File: src/rtl/sm_pkg.sv
// Shared encodings for the instruction sequencer: opcodes, ALU ops, states,
// decoded instruction kinds and the registered control-output bundle.
package sm_pkg;

    localparam int unsigned IDX_W = 3;

    localparam logic [2:0] OPC_MOV = 3'b110;
    localparam logic [2:0] OPC_ALU = 3'b101;

    localparam logic [1:0] OP_MOV_IMM = 2'b10;
    localparam logic [1:0] OP_MOV_REG = 2'b00;

    localparam logic [1:0] ALU_ADD  = 2'b00;
    localparam logic [1:0] ALU_SUB  = 2'b01;
    localparam logic [1:0] ALU_AND  = 2'b10;
    localparam logic [1:0] ALU_NOTB = 2'b11;

    localparam logic [1:0] VSEL_C    = 2'b00;
    localparam logic [1:0] VSEL_IMM8 = 2'b10;

    typedef enum logic [2:0] {
        S_WAIT,
        S_DECODE,
        S_WRITE_IMM,
        S_GET_A,
        S_GET_B,
        S_EXEC,
        S_WRITE_REG
    } state_e;

    typedef enum logic [2:0] {
        INS_MOV_IMM,
        INS_MOV_REG,
        INS_ADD,
        INS_CMP,
        INS_AND,
        INS_MVN,
        INS_ILLEGAL
    } instr_e;

    typedef struct packed {
        logic             w;
        logic             err;
        logic [IDX_W-1:0] readnum;
        logic [IDX_W-1:0] writenum;
        logic             write;
        logic             loada;
        logic             loadb;
        logic             loadc;
        logic             loads;
        logic             asel;
        logic             bsel;
        logic [1:0]       vsel;
        logic [1:0]       alu_op;
        logic [1:0]       shift;
    } ctrl_t;

    // Idle bundle: only the ready flag is high.
    localparam ctrl_t CTRL_IDLE = '{w: 1'b1, default: '0};

endpackage

File: src/rtl/instr_decode.sv
// Combinational instruction decode: field extraction, sign extension and
// classification of the IR into a legal instruction kind or illegal.
module instr_decode
    import sm_pkg::*;
#(
    parameter int unsigned WIDTH = 16
) (
    input  logic [WIDTH-1:0] ir_i,
    output instr_e           kind_o,
    output logic [1:0]       op_o,
    output logic [IDX_W-1:0] rn_o,
    output logic [IDX_W-1:0] rd_o,
    output logic [1:0]       sh_o,
    output logic [IDX_W-1:0] rm_o,
    output logic [WIDTH-1:0] sximm8_o,
    output logic [WIDTH-1:0] sximm5_o
);

    logic [2:0] opcode;

    assign opcode   = ir_i[15:13];
    assign op_o     = ir_i[12:11];
    assign rn_o     = ir_i[10:8];
    assign rd_o     = ir_i[7:5];
    assign sh_o     = ir_i[4:3];
    assign rm_o     = ir_i[2:0];
    assign sximm8_o = {{(WIDTH-8){ir_i[7]}}, ir_i[7:0]};
    assign sximm5_o = {{(WIDTH-5){ir_i[4]}}, ir_i[4:0]};

    // Anything outside the MOV and ALU groups falls through to illegal.
    always_comb begin
        kind_o = INS_ILLEGAL;
        if (opcode == OPC_MOV) begin
            if (op_o == OP_MOV_IMM) begin
                kind_o = INS_MOV_IMM;
            end else if (op_o == OP_MOV_REG) begin
                kind_o = INS_MOV_REG;
            end
        end else if (opcode == OPC_ALU) begin
            case (op_o)
                ALU_ADD: kind_o = INS_ADD;
                ALU_SUB: kind_o = INS_CMP;
                ALU_AND: kind_o = INS_AND;
                default: kind_o = INS_MVN;
            endcase
        end
    end

endmodule

File: src/rtl/instruction_sequencer.sv
// Multi-cycle controller in front of the ALU: holds the IR, walks the
// register-read / execute / write-back sequence, and reports idle on w.
module instruction_sequencer
    import sm_pkg::*;
#(
    parameter int unsigned WIDTH = 16
) (
    input  logic             clk,
    input  logic             reset_n,
    input  logic             load,
    input  logic [WIDTH-1:0] in,
    input  logic             s,
    output logic             w,
    output logic             err,
    output logic [2:0]       readnum,
    output logic [2:0]       writenum,
    output logic             write,
    output logic             loada,
    output logic             loadb,
    output logic             loadc,
    output logic             loads,
    output logic             asel,
    output logic             bsel,
    output logic [1:0]       vsel,
    output logic [1:0]       ALUop,
    output logic [1:0]       shift,
    output logic [WIDTH-1:0] sximm8,
    output logic [WIDTH-1:0] sximm5
);

    state_e           state_q, state_d;
    logic [WIDTH-1:0] ir_q, ir_d;
    ctrl_t            ctrl_q, ctrl_d;

    instr_e           kind;
    logic [1:0]       op;
    logic [IDX_W-1:0] rn, rd, rm;
    logic [1:0]       sh;

    instr_decode #(.WIDTH(WIDTH)) u_decode (
        .ir_i     (ir_q),
        .kind_o   (kind),
        .op_o     (op),
        .rn_o     (rn),
        .rd_o     (rd),
        .sh_o     (sh),
        .rm_o     (rm),
        .sximm8_o (sximm8),
        .sximm5_o (sximm5)
    );

    // Next state and IR capture; load has priority over s while idle.
    always_comb begin
        state_d = state_q;
        ir_d    = ir_q;
        case (state_q)
            S_WAIT: begin
                if (load) begin
                    ir_d = in;
                end else if (s) begin
                    state_d = S_DECODE;
                end
            end
            S_DECODE: begin
                case (kind)
                    INS_MOV_IMM:                 state_d = S_WRITE_IMM;
                    INS_MOV_REG, INS_MVN:        state_d = S_GET_B;
                    INS_ADD, INS_CMP, INS_AND:   state_d = S_GET_A;
                    default:                     state_d = S_WAIT;
                endcase
            end
            S_WRITE_IMM: state_d = S_WAIT;
            S_GET_A:     state_d = S_GET_B;
            S_GET_B:     state_d = S_EXEC;
            S_EXEC:      state_d = (kind == INS_CMP) ? S_WAIT : S_WRITE_REG;
            S_WRITE_REG: state_d = S_WAIT;
            default:     state_d = S_WAIT;
        endcase
    end

    // Controls are decoded from the upcoming state so they register in step
    // with it; the IR cannot change once the sequence has left WAIT.
    always_comb begin
        ctrl_d = '0;
        case (state_d)
            S_WAIT:   ctrl_d.w   = 1'b1;
            S_DECODE: ctrl_d.err = (kind == INS_ILLEGAL);
            S_WRITE_IMM: begin
                ctrl_d.writenum = rn;
                ctrl_d.vsel     = VSEL_IMM8;
                ctrl_d.write    = 1'b1;
            end
            S_GET_A: begin
                ctrl_d.readnum = rn;
                ctrl_d.loada   = 1'b1;
            end
            S_GET_B: begin
                ctrl_d.readnum = rm;
                ctrl_d.loadb   = 1'b1;
            end
            S_EXEC: begin
                ctrl_d.shift = sh;
                ctrl_d.loadc = 1'b1;
                if (kind == INS_MOV_REG) begin
                    ctrl_d.alu_op = ALU_ADD;
                    ctrl_d.asel   = 1'b1;
                end else begin
                    ctrl_d.alu_op = op;
                    ctrl_d.loads  = 1'b1;
                end
            end
            S_WRITE_REG: begin
                ctrl_d.writenum = rd;
                ctrl_d.vsel     = VSEL_C;
                ctrl_d.write    = 1'b1;
            end
            default: ctrl_d = '0;
        endcase
    end

    always_ff @(posedge clk or negedge reset_n) begin
        if (!reset_n) begin
            state_q <= S_WAIT;
            ir_q    <= '0;
            ctrl_q  <= CTRL_IDLE;
        end else begin
            state_q <= state_d;
            ir_q    <= ir_d;
            ctrl_q  <= ctrl_d;
        end
    end

    assign w        = ctrl_q.w;
    assign err      = ctrl_q.err;
    assign readnum  = ctrl_q.readnum;
    assign writenum = ctrl_q.writenum;
    assign write    = ctrl_q.write;
    assign loada    = ctrl_q.loada;
    assign loadb    = ctrl_q.loadb;
    assign loadc    = ctrl_q.loadc;
    assign loads    = ctrl_q.loads;
    assign asel     = ctrl_q.asel;
    assign bsel     = ctrl_q.bsel;
    assign vsel     = ctrl_q.vsel;
    assign ALUop    = ctrl_q.alu_op;
    assign shift    = ctrl_q.shift;

endmodule

File: config.mk
export PLATFORM = sky130hd
export DESIGN_NAME = instruction_sequencer
export DESIGN_NICKNAME = d
export VERILOG_FILES = /design/src/rtl/sm_pkg.sv /design/src/rtl/instr_decode.sv /design/src/rtl/instruction_sequencer.sv
export SDC_FILE = /design/constraint.sdc
export NUM_CORES = 1
export LEC_CHECK = 0
export ABC_AREA = 1
export CORE_MARGIN = 1.5
export CORE_UTILIZATION = 32
export DETAILED_ROUTE_END_ITERATION = 6
export PLACE_DENSITY = 0.64
export SLEW_MARGIN = 25
export SYNTH_ARGS = -nofsm -noshare
export SYNTH_HDL_FRONTEND = slang
export SYNTH_HIERARCHICAL = 1
export SYNTH_SLANG_ARGS = --single-unit
File: constraint.sdc
create_clock -name clk -period 1.71 [get_ports clk]
set_clock_uncertainty 0.05 [all_clocks]
set_input_delay 0.342 -clock clk [delete_from_list [all_inputs] [get_ports clk]]
set_output_delay 0.342 -clock clk [all_outputs]
set_load 0.01 [all_outputs]
-- Yosys cells after proc, flatten, opt, wreduce, memory -nomap -nowiden
Index checks and enable logic that the tools add are counted.
- register bits: 39
- input port bits: 20
- output and inout port bits: 53
- eq/ne operators: 20
- mux-type cells: 22
- reductions and logical operators: 7
- operators with widths (cell ; count):
    3-bit == test, second input constant ; 10
    3-bit two-way mux ; 8
    3-bit case mux with 3 select lines ; 2
    3-bit by 2-bit == test with 1-bit output, second input constant ; 5
    3-bit case mux with 5 select lines ; 1
    3-bit by 1-bit == test with 1-bit output, second input constant ; 3
    3-bit zero test ; 3
    4-bit case mux with 2 select lines ; 1
    1-bit two-way mux ; 6
    3-bit case mux with 2 select lines ; 1
    2-bit two-way mux ; 2
    4-bit two-way mux ; 1
    3-bit OR reduction ; 1
    2-bit by 1-bit == test with 1-bit output, second input constant ; 1
    2-bit == test, second input constant ; 1
    2-bit zero test ; 1
    2-bit AND reduction ; 1
    2-bit OR reduction ; 1

-- Longest topological paths before layout
Gate-level depths: netlist of the first run.
- depth after elaboration: 10
- gate-level depth with buffers: 13

-- Modules after synthesis
Netlist of the first run, hierarchy kept.
- modules (own cells, without submodules) (module ; instances ; cells an instance ; area an instance (sq um) ; sequential area each (sq um)):
    instruction_sequencer ; 1 ; 171 ; 1751.7 ; 952.2
    instr_decode ; 1 ; 62 ; 406.6 ; 0.0

-- Worst setup path after synthesis of the first run
Ideal clock, no wire load.
- kind: flip-flop to flip-flop
- from: register ir_q[14]
- to: register ctrl_q, in the netlist w
- setup time: 0.067 ns
- data arrival time: 1.329 ns
- required time: 1.593 ns
- path slack: 0.264 ns
- stages on the path, launching flop included: 14
- period minus slack after synthesis: 1.446 ns
- cells stage by stage: dfrtp_1 nand2_1 nor2_2 inv_1 nand2_1 nand2_1 buf_4 inv_2 nand2_1 nand2_1 nor2_4 nor2_4 nand2_1 nor2_1
- RTL lines (what ; line ; source):
    start: declaration ; instruction_sequencer.sv:32 ; logic [WIDTH-1:0] ir_q, ir_d;
    start signal: assignment ; instruction_sequencer.sv:128 ; ir_q <= ir_d;
    end signal: assignment ; instruction_sequencer.sv:129 ; ctrl_q <= ctrl_d;
    end: declaration ; instruction_sequencer.sv:33 ; ctrl_t ctrl_q, ctrl_d;

-- Worst setup path in the final report of the first run
- from: register ir_q[7]
- to: output sximm8[8]
- RTL lines (what ; line ; source):
    end: declaration ; instruction_sequencer.sv:27 ; output logic [WIDTH-1:0] sximm8,
No word-level cell between the ends.

==> results of run 1 <==
## cell usage in the layout (no fill, tap or decap)
master            n
a21oi_2           1
a21oi_4           1
buf_12            1
buf_2             1
buf_4             7
bufinv_16         2
clkbuf_8          6
clkdlybuf4s50_1  49
conb_1            2
dfrtp_1          33
dfrtp_2           4
dfstp_2           1
dlygate4sd2_1    14
dlymetal6s2s_1    6
inv_1            28
inv_2             6
nand2_1          43
nand2_2           3
nand2_4          13
nand3_1           4
nand3_2           1
nand3b_4          1
nand4_1           3
nor2_1           14
nor2_2            4
nor2_4            3
nor3_2            2
o21ai_1           2
o21ai_2          14
## worst paths after layout
check	from	to	slack, ps	depth (start not counted)
worst max-delay path	ir_q[7]	sximm8[8]	40	1
worst min-delay path	reset_n	shift[1]	30	2
worst max register to register	ir_q[14]	w	170	12
worst min register to register	ir_q[15]	ir_q[15]	480	2
max in group asynchronous	reset_n	ir_q[7]	1210	2
min in group clk	ir_q[15]	ir_q[15]	480	2
## state kept, by name (all words and copies together), names as in the netlist, 2 cells and up
name      cells
ALUop         2
writenum      3
state_q       3
readnum       3
shift         2
ir_q         16
## where the power goes
part           internal (uW)  total [uW]  switching (uW)  leakage (uW)
sequential              1220        1560             333      0.000491
clock                    622         936             314     0.0000714
combinational           1220        2490            1260      0.000925
## through the flow
stage | TNS, ps | hold slack (ps)
2_1_floorplan | 0 | -3.59
3_3_place_gp | 0 | 372
3_5_place_dp | 0 | 373
4_1_cts | 0 | 55.6
5_1_grt | -8.39 | 76.1
6_report | 0 | 31.9
## metal layers
layer  track usage, %  part of all wire [%]
met1             14.4                    43
met2             18.1                    49
met3             3.70                   5.8
met4             4.02                   1.5
met5                0                     0
## timing repair
action,CTS,global route
gates cloned,0,0
resized for setup,19,11
endpoints found under the setup margin,25,26
hold buffers,0,0
setup buffers,4,2
## kinds of logic (layout without fill, tap and decap cells)
| group | after synthesis | count (layout) | synth area share, % |
|---|---|---|---|
| other | 1 | 2 | 0.174 |
| and+or+nand+nor | 91 | 91 | 23.8 |
| AOI/OAI and AO/OA | 18 | 18 | 7.30 |
| buffers and inverters | 85 | 120 | 24.6 |
| DFF | 38 | 38 | 44.1 |
## cell type report
class / count / area (sq um) / area share [%]
inverter: 34 / 128 / 4.59
tap: 77 / 96.3 / 3.46
multi-input combinational: 111 / 692 / 24.9
sequential: 38 / 957 / 34.4
clock buffer: 6 / 82.6 / 2.97
clock inverter: 2 / 60.1 / 2.16
timing repair buffer: 78 / 766 / 27.5
==> impl_metrics.toml, run 1 <==
[outcome]
status = "finished with violations"
violations = "design-rule violations"

[sta]
fmax_mhz = 601
setup_slack_ps = 44.9
drv_slew = 0
period_share_pct = 97.4
setup_violations = 0
hold_viol = 0
fin_crit_ps = 1670

[synthesis]
synthArstFlopShare_pct = 100
avgSynthCellArea_sq_um = 9.26
synth.most_common_cell = "buf_4"
synthCells = 233
ys_warn_count = 6
synth.ff_latch_count = 38
ys.flop_type = "dfrtp_1"
synth_top_area_share_pct = 42.9
synth_cell_types = 23
synth_edf_count = 0
netlist_area_sq_um = 2160
yosysSeqAreaShare_pct = 44.1
synth_top_area_cell = "dfrtp_1"
synth.area.top_cells = "dfrtp_1, buf_4, nand2_1, nand2_4, o21ai_2"
synth_commonest_cells = "buf_4, nand2_1, dfrtp_1"

[placed_design]
post-place-ws_ps = 57.8
postPlaceCellArea_sq_um = 2580
hpwl_microns = 2850
gp_congestion = 0.847
portBuffers = 70
placedCellCount = 332

[clocking]
root_buffer = "clkbuf_8"
cts_tree = "done"
cts_sinks = 38
clkLatencyLatePin_ps = 290
clk_pin_slew_ps = 80
cts_buffer_depth = 2
htree_levels = 2
numCtsBuffers = 5

[grt]
antenna_found_initial = 0
grt_start_max_net_pins = 39
grt-ovfl-total = 0
gr-usage-all-layers_pct = 11.3
grt_pass1_vias = 1326
grt_pass1_wl_microns = 6350

[power]
vdd_drop_max_v = 0.000550
power.leakage_uw = 0.00149
finalPower_uw = 4980
p_per_area_nw_per_um2 = 1790

[critical_path]
timing.critical_path.from_type = "flop"
crit_family = "buffers and inverters"
cp_slowest_cell = "clkdlybuf4s50_1"
slowest_delay_ps = 560
path_class = "flop to output pin"
worst-path-max-fanout = 10
cp-end-kind = "output pin"
crit_chain = "clkdlybuf4s50_1"
required_ps = 1320
path_buf_inv = 1
arrival_ps = 1270

[die]
dieHeight_microns = 85.1
io-pin-count = 73
die_x_microns = 85.1
die-area_sq_um = 7250
coreArea_sq_um = 6420
start_util_pct = 33.6
core.rowCount = 29

[layout]
area_delta_synth_final_pct = 28.9
antenna_cells = 0
fin_cells = 346
fill_cells = 649
drive_above_1_share_pct = 26.4
layout.nets = 288
fin_util_pct = 43.3
stdcell_area_sq_um = 2780

[drt]
wirelength_microns = 3840
vias = 1405
drc = 4
drtIter0Drc = 53
first_pass_iters = 6
antenna_left = 0
avgRoutedWirePerCell_microns = 11.1
via_per_inst = 4.06

[min_path]
hp-class = "primary input to async pin"

[job]
drv_cap = 0
Note: power is estimated with default switching activity, not from simulation.
==> inputs of run 2 (changes only) <==
Settings changed: CORE_UTILIZATION 32 to 46, CTS_CLUSTER_SIZE set to 24, PLACE_DENSITY 0.64 to 0.85.
==> impl_metrics.toml, run 2 (same netlist as run 1, synthesis figures left out) <==
[outcome]
status = "finished with violations"
violations = "design-rule violations"

[layout]
largest_reg_flops = 16
fin_cells = 323
fin_util_pct = 63.0
final_common_cell = "clkdlybuf4s50_1"
drive_above_1_share_pct = 26.6
largest_register = "ir_q"
antenna_cells = 0
area_delta_synth_final_pct = 29.7
final_cell_mix = "clkdlybuf4s50_1, nand2_1, dfrtp_1"
stdcell_area_sq_um = 2800
layout.nets = 290

[clocking]
clkLatencyLatePin_ps = 290
htree_levels = 2
numCtsBuffers = 5
cts_sinks = 38
cts_tree = "done"
clk_pin_slew_ps = 70
root_buffer = "clkbuf_8"
cts_buffer_depth = 2

[grt]
grt_pass1_vias = 1399
grt_pass1_wl_microns = 6330
antenna_found_initial = 0
grt_start_max_net_pins = 22
gr-usage-all-layers_pct = 16.2
grt-ovfl-total = 0

[sta]
fin_crit_ps = 1670
period_share_pct = 97.5
drv_slew = 0
hold_viol = 0
fmax_mhz = 600
setup_violations = 0
hold_slack_ps = 473

[die]
io-pin-count = 73
coreArea_sq_um = 4440
core.rowCount = 24
dieHeight_microns = 71.5
die_x_microns = 71.5
die-area_sq_um = 5110
start_util_pct = 48.6

[power]
power.leakage_uw = 0.00154
vdd_drop_max_v = 0.000831
p_per_area_nw_per_um2 = 1800
finalPower_uw = 5050

[critical_path]
arrival_ps = 1280
cp_slowest_cell = "clkdlybuf4s50_1"
path_class = "flop to output pin"
crit_family = "buffers and inverters"
path_buf_inv = 1
worst-path-max-fanout = 3
cp-end-kind = "output pin"
required_ps = 1320
timing.critical_path.from_type = "flop"
crit_chain = "clkdlybuf4s50_1"
slowest_delay_ps = 560

[drt]
drc = 4
wirelength_microns = 3930
avgRoutedWirePerCell_microns = 12.2
drtIter0Drc = 101
via_per_inst = 4.55
vias = 1470
first_pass_iters = 6
antenna_left = 0

[placed_design]
hpwl_microns = 2890
postPlaceCellArea_sq_um = 2570
portBuffers = 70
placedCellCount = 308
gp_congestion = 0.943

[job]
drv_cap = 0

[min_path]
hp-class = "primary input to async pin"
## run 2: changes by cell type in the layout (fill, tap and decap cells not counted), sizes merged
cell,previous run,this run
clkdlybuf4s50,49,45
buf,9,10
dlygate4sd3,0,1
dlymetal6s2s,6,9
dlygate4sd2,14,15
## run 2: area by class of cell
class | instances | area, sq um
fill | 383 | 1640
inverter | 34 | 128
timing repair buffer | 80 | 815
sequential | 38 | 956
multi-input combinational | 111 | 694
clock inverter | 2 | 60.1
clock buffer | 6 | 82.6
tap | 52 | 65.1
## run 2: path summary, 6_finish.rpt
path                           from          end  slack [ps]  cells past startpoint
max                         ir_q[6]    sximm8[6]          40                      1
min                         reset_n        loadc         470                      2
max reg2reg                ir_q[15]   readnum[2]         140                     12
min reg2reg                 ir_q[5]  writenum[0]         480                      2
max in group asynchronous   reset_n            w         600                      3
min in group clk            ir_q[5]  writenum[0]         480                      2
## run 2: where the power goes
part | switching [uW] | internal [uW] | total (uW) | leakage (uW)
Sequential | 317 | 1220 | 1540 | 0.000492
Clock | 310 | 622 | 932 | 0.0000714
Combinational | 1320 | 1260 | 2580 | 0.000978
## run 2: routing by layer
metal,global-route usage [%],vias up,share of wire (%)
met3,4.36,7,4.8
met5,0,-,0
met4,7.55,0,2.2
li1,-,721,-
met2,28.2,44,53
met1,18.6,698,40
## run 2: metrics by stage
| stage | setup WS (ps) | TNS [ps] |
|---|---|---|
| 3_5_place_dp | 65.6 | 0 |
| 4_1_cts | 0.938 | 0 |
| 3_3_place_gp | 144 | 0 |
| 6_report | 42.7 | 0 |
| 2_1_floorplan | 264 | 0 |
| 5_1_grt | -7.02 | -7.02 |
## run 2: repair_timing
item	CTS	global route
setup endpoints to repair	23	25
endpoints found under the hold margin	17	0
pin swaps	0	1
resized for setup	18	15
hold buffers	1	0
setup buffers	4	2
==> inputs of run 3 (changes only) <==
Settings changed: CORE_ASPECT_RATIO set to 1.2, SLEW_MARGIN 25 to unset.
==> impl_metrics.toml, run 3 (same netlist as run 1, synthesis figures left out) <==
[layout]
area_delta_synth_final_pct = 26.3
largest_register = "ir_q"
layout.nets = 290
final_cell_mix = "clkdlybuf4s50_1, nand2_1, dfrtp_1"
largest_reg_flops = 16
drive_above_1_share_pct = 26.2
final_common_cell = "clkdlybuf4s50_1"
antenna_cells = 0
fin_util_pct = 59.8

[critical_path]
rrSetupSlack_ps = 130
worst-path-max-fanout = 10
timing.critical_path.from_type = "flop"
r2r-start = "ir_q[14]"
path_buf_inv = 1
crit_chain = "clkdlybuf4s50_1"
arrival_ps = 1280
cp-end-kind = "output pin"
r2r-end = "writenum[0]"
crit_family = "buffers and inverters"
slowest_delay_ps = 560
path_class = "flop to output pin"
required_ps = 1320
r2r_cells = 10
cp_slowest_cell = "clkdlybuf4s50_1"

[drt]
first_pass_iters = 4
wirelength_microns = 3650
drtIter0Drc = 38
antenna_left = 0
via_per_inst = 4.35
vias = 1431
drc = 0
avgRoutedWirePerCell_microns = 11.1

[power]
power.leakage_uw = 0.00146
vdd_drop_max_v = 0.000706
p_per_area_nw_per_um2 = 1710
finalPower_uw = 4660

[clocking]
cts_tree = "done"
numCtsBuffers = 5
cts_buffer_depth = 2
root_buffer = "clkbuf_8"
clk_pin_slew_ps = 60
htree_levels = 2
clkLatencyLatePin_ps = 290
cts_sinks = 38

[sta]
hold_viol = 0
fin_setup_tns_ps = 0
fmax_mhz = 597
fin_crit_ps = 1670
rsz0062_at_grt = "false"
period_share_pct = 97.9
setup_violations = 0
hold_slack_ps = 470
drv_slew = 0

[die]
die-area_sq_um = 5110
dieHeight_microns = 78.0
die_x_microns = 65.5
core.rowCount = 27
start_util_pct = 47.3
coreArea_sq_um = 4560
io-pin-count = 73

[min_path]
hp-start = "ir_q[6]"
hold_path_depth = 2
hp-class = "flop to flop"
hold_end = "writenum[1]"

[job]
drv_cap = 0

[placed_design]
portBuffers = 70
hpwl_microns = 2750
gp_congestion = 0.860

[grt]
grt-ovfl-total = 0
grt_start_max_net_pins = 21
antenna_found_initial = 0
grt_pass1_wl_microns = 5870
grt_pass1_vias = 1360
gr-usage-all-layers_pct = 15.2

[outcome]
status = "finished, final reports clean"
## run 3: cell types whose count changed in the layout (fill, tap and decap cells not counted)
cell	before	now
clkdlybuf4s50_1	45	48
clkbuf_1	0	1
dlymetal6s2s_1	9	5
buf_4	6	8
nor2_2	4	3
dlygate4sd2_1	15	16
clkinv_2	0	1
nor2_4	3	4
buf_12	3	1
bufinv_16	2	0
## run 3: final cells by class
class	count	area [sq um]
Tap cell	58	72.6
Timing Repair Buffer	80	778
Fill cell	399	1840
Sequential cell	38	956
Multi-Input combinational cell	111	699
Clock buffer	7	86.3
Clock inverter	1	5.00
Inverter	34	128
## run 3: report_power, final
part	switching, uW	total [uW]	internal, uW
Combinational	1290	2500	1210
Sequential	327	1550	1220
Clock	286	611	325
## run 3: how the worst max path moves through the flow
stage / from / end / slack (ps) / depth (start not counted)
after detailed placement: ir_q[4] / sximm5[15] / 50 / 1
after CTS: ir_q[3] / sximm8[3] / 6 / 1
final: ir_q[7] / sximm8[8] / 40 / 1
after floorplan: ir_q[14] / w / 260 / 13
after global routing: ir_q[7] / sximm8[8] / 2 / 1
after global placement: ir_q[4] / sximm5[13] / 140 / 1
## run 3: timing repair
| item | 4_1_cts | 5_1_grt |
|---|---|---|
| cloned | 0 | 0 |
| hold buffers | 1 | 0 |
| pin swaps | 0 | 1 |
| setup endpoints to repair | 24 | 30 |
| gates resized for setup | 18 | 12 |
| hold endpoints to repair | 18 | 0 |
| buffers inserted | 2 | 4 |
## run 3: stage by stage
step	setup slack [ps]	instance area (sq um)	instances
final	35.1	2730	329
after global routing	1.72	2730	329
after CTS	6.49	2660	325
after detailed placement	53.6	2560	314
after global placement	142	2560	314
after floorplan	264	2160	234
## run 3: per-layer routing
metal | global-route usage [%] | part of all wire, % | vias up
li1 | - | - | 723
met2 | 25.7 | 54 | 48
met5 | 0 | 0 | -
met3 | 4.15 | 5.1 | 7
met4 | 8.54 | 2.0 | 0
met1 | 17.0 | 39 | 653
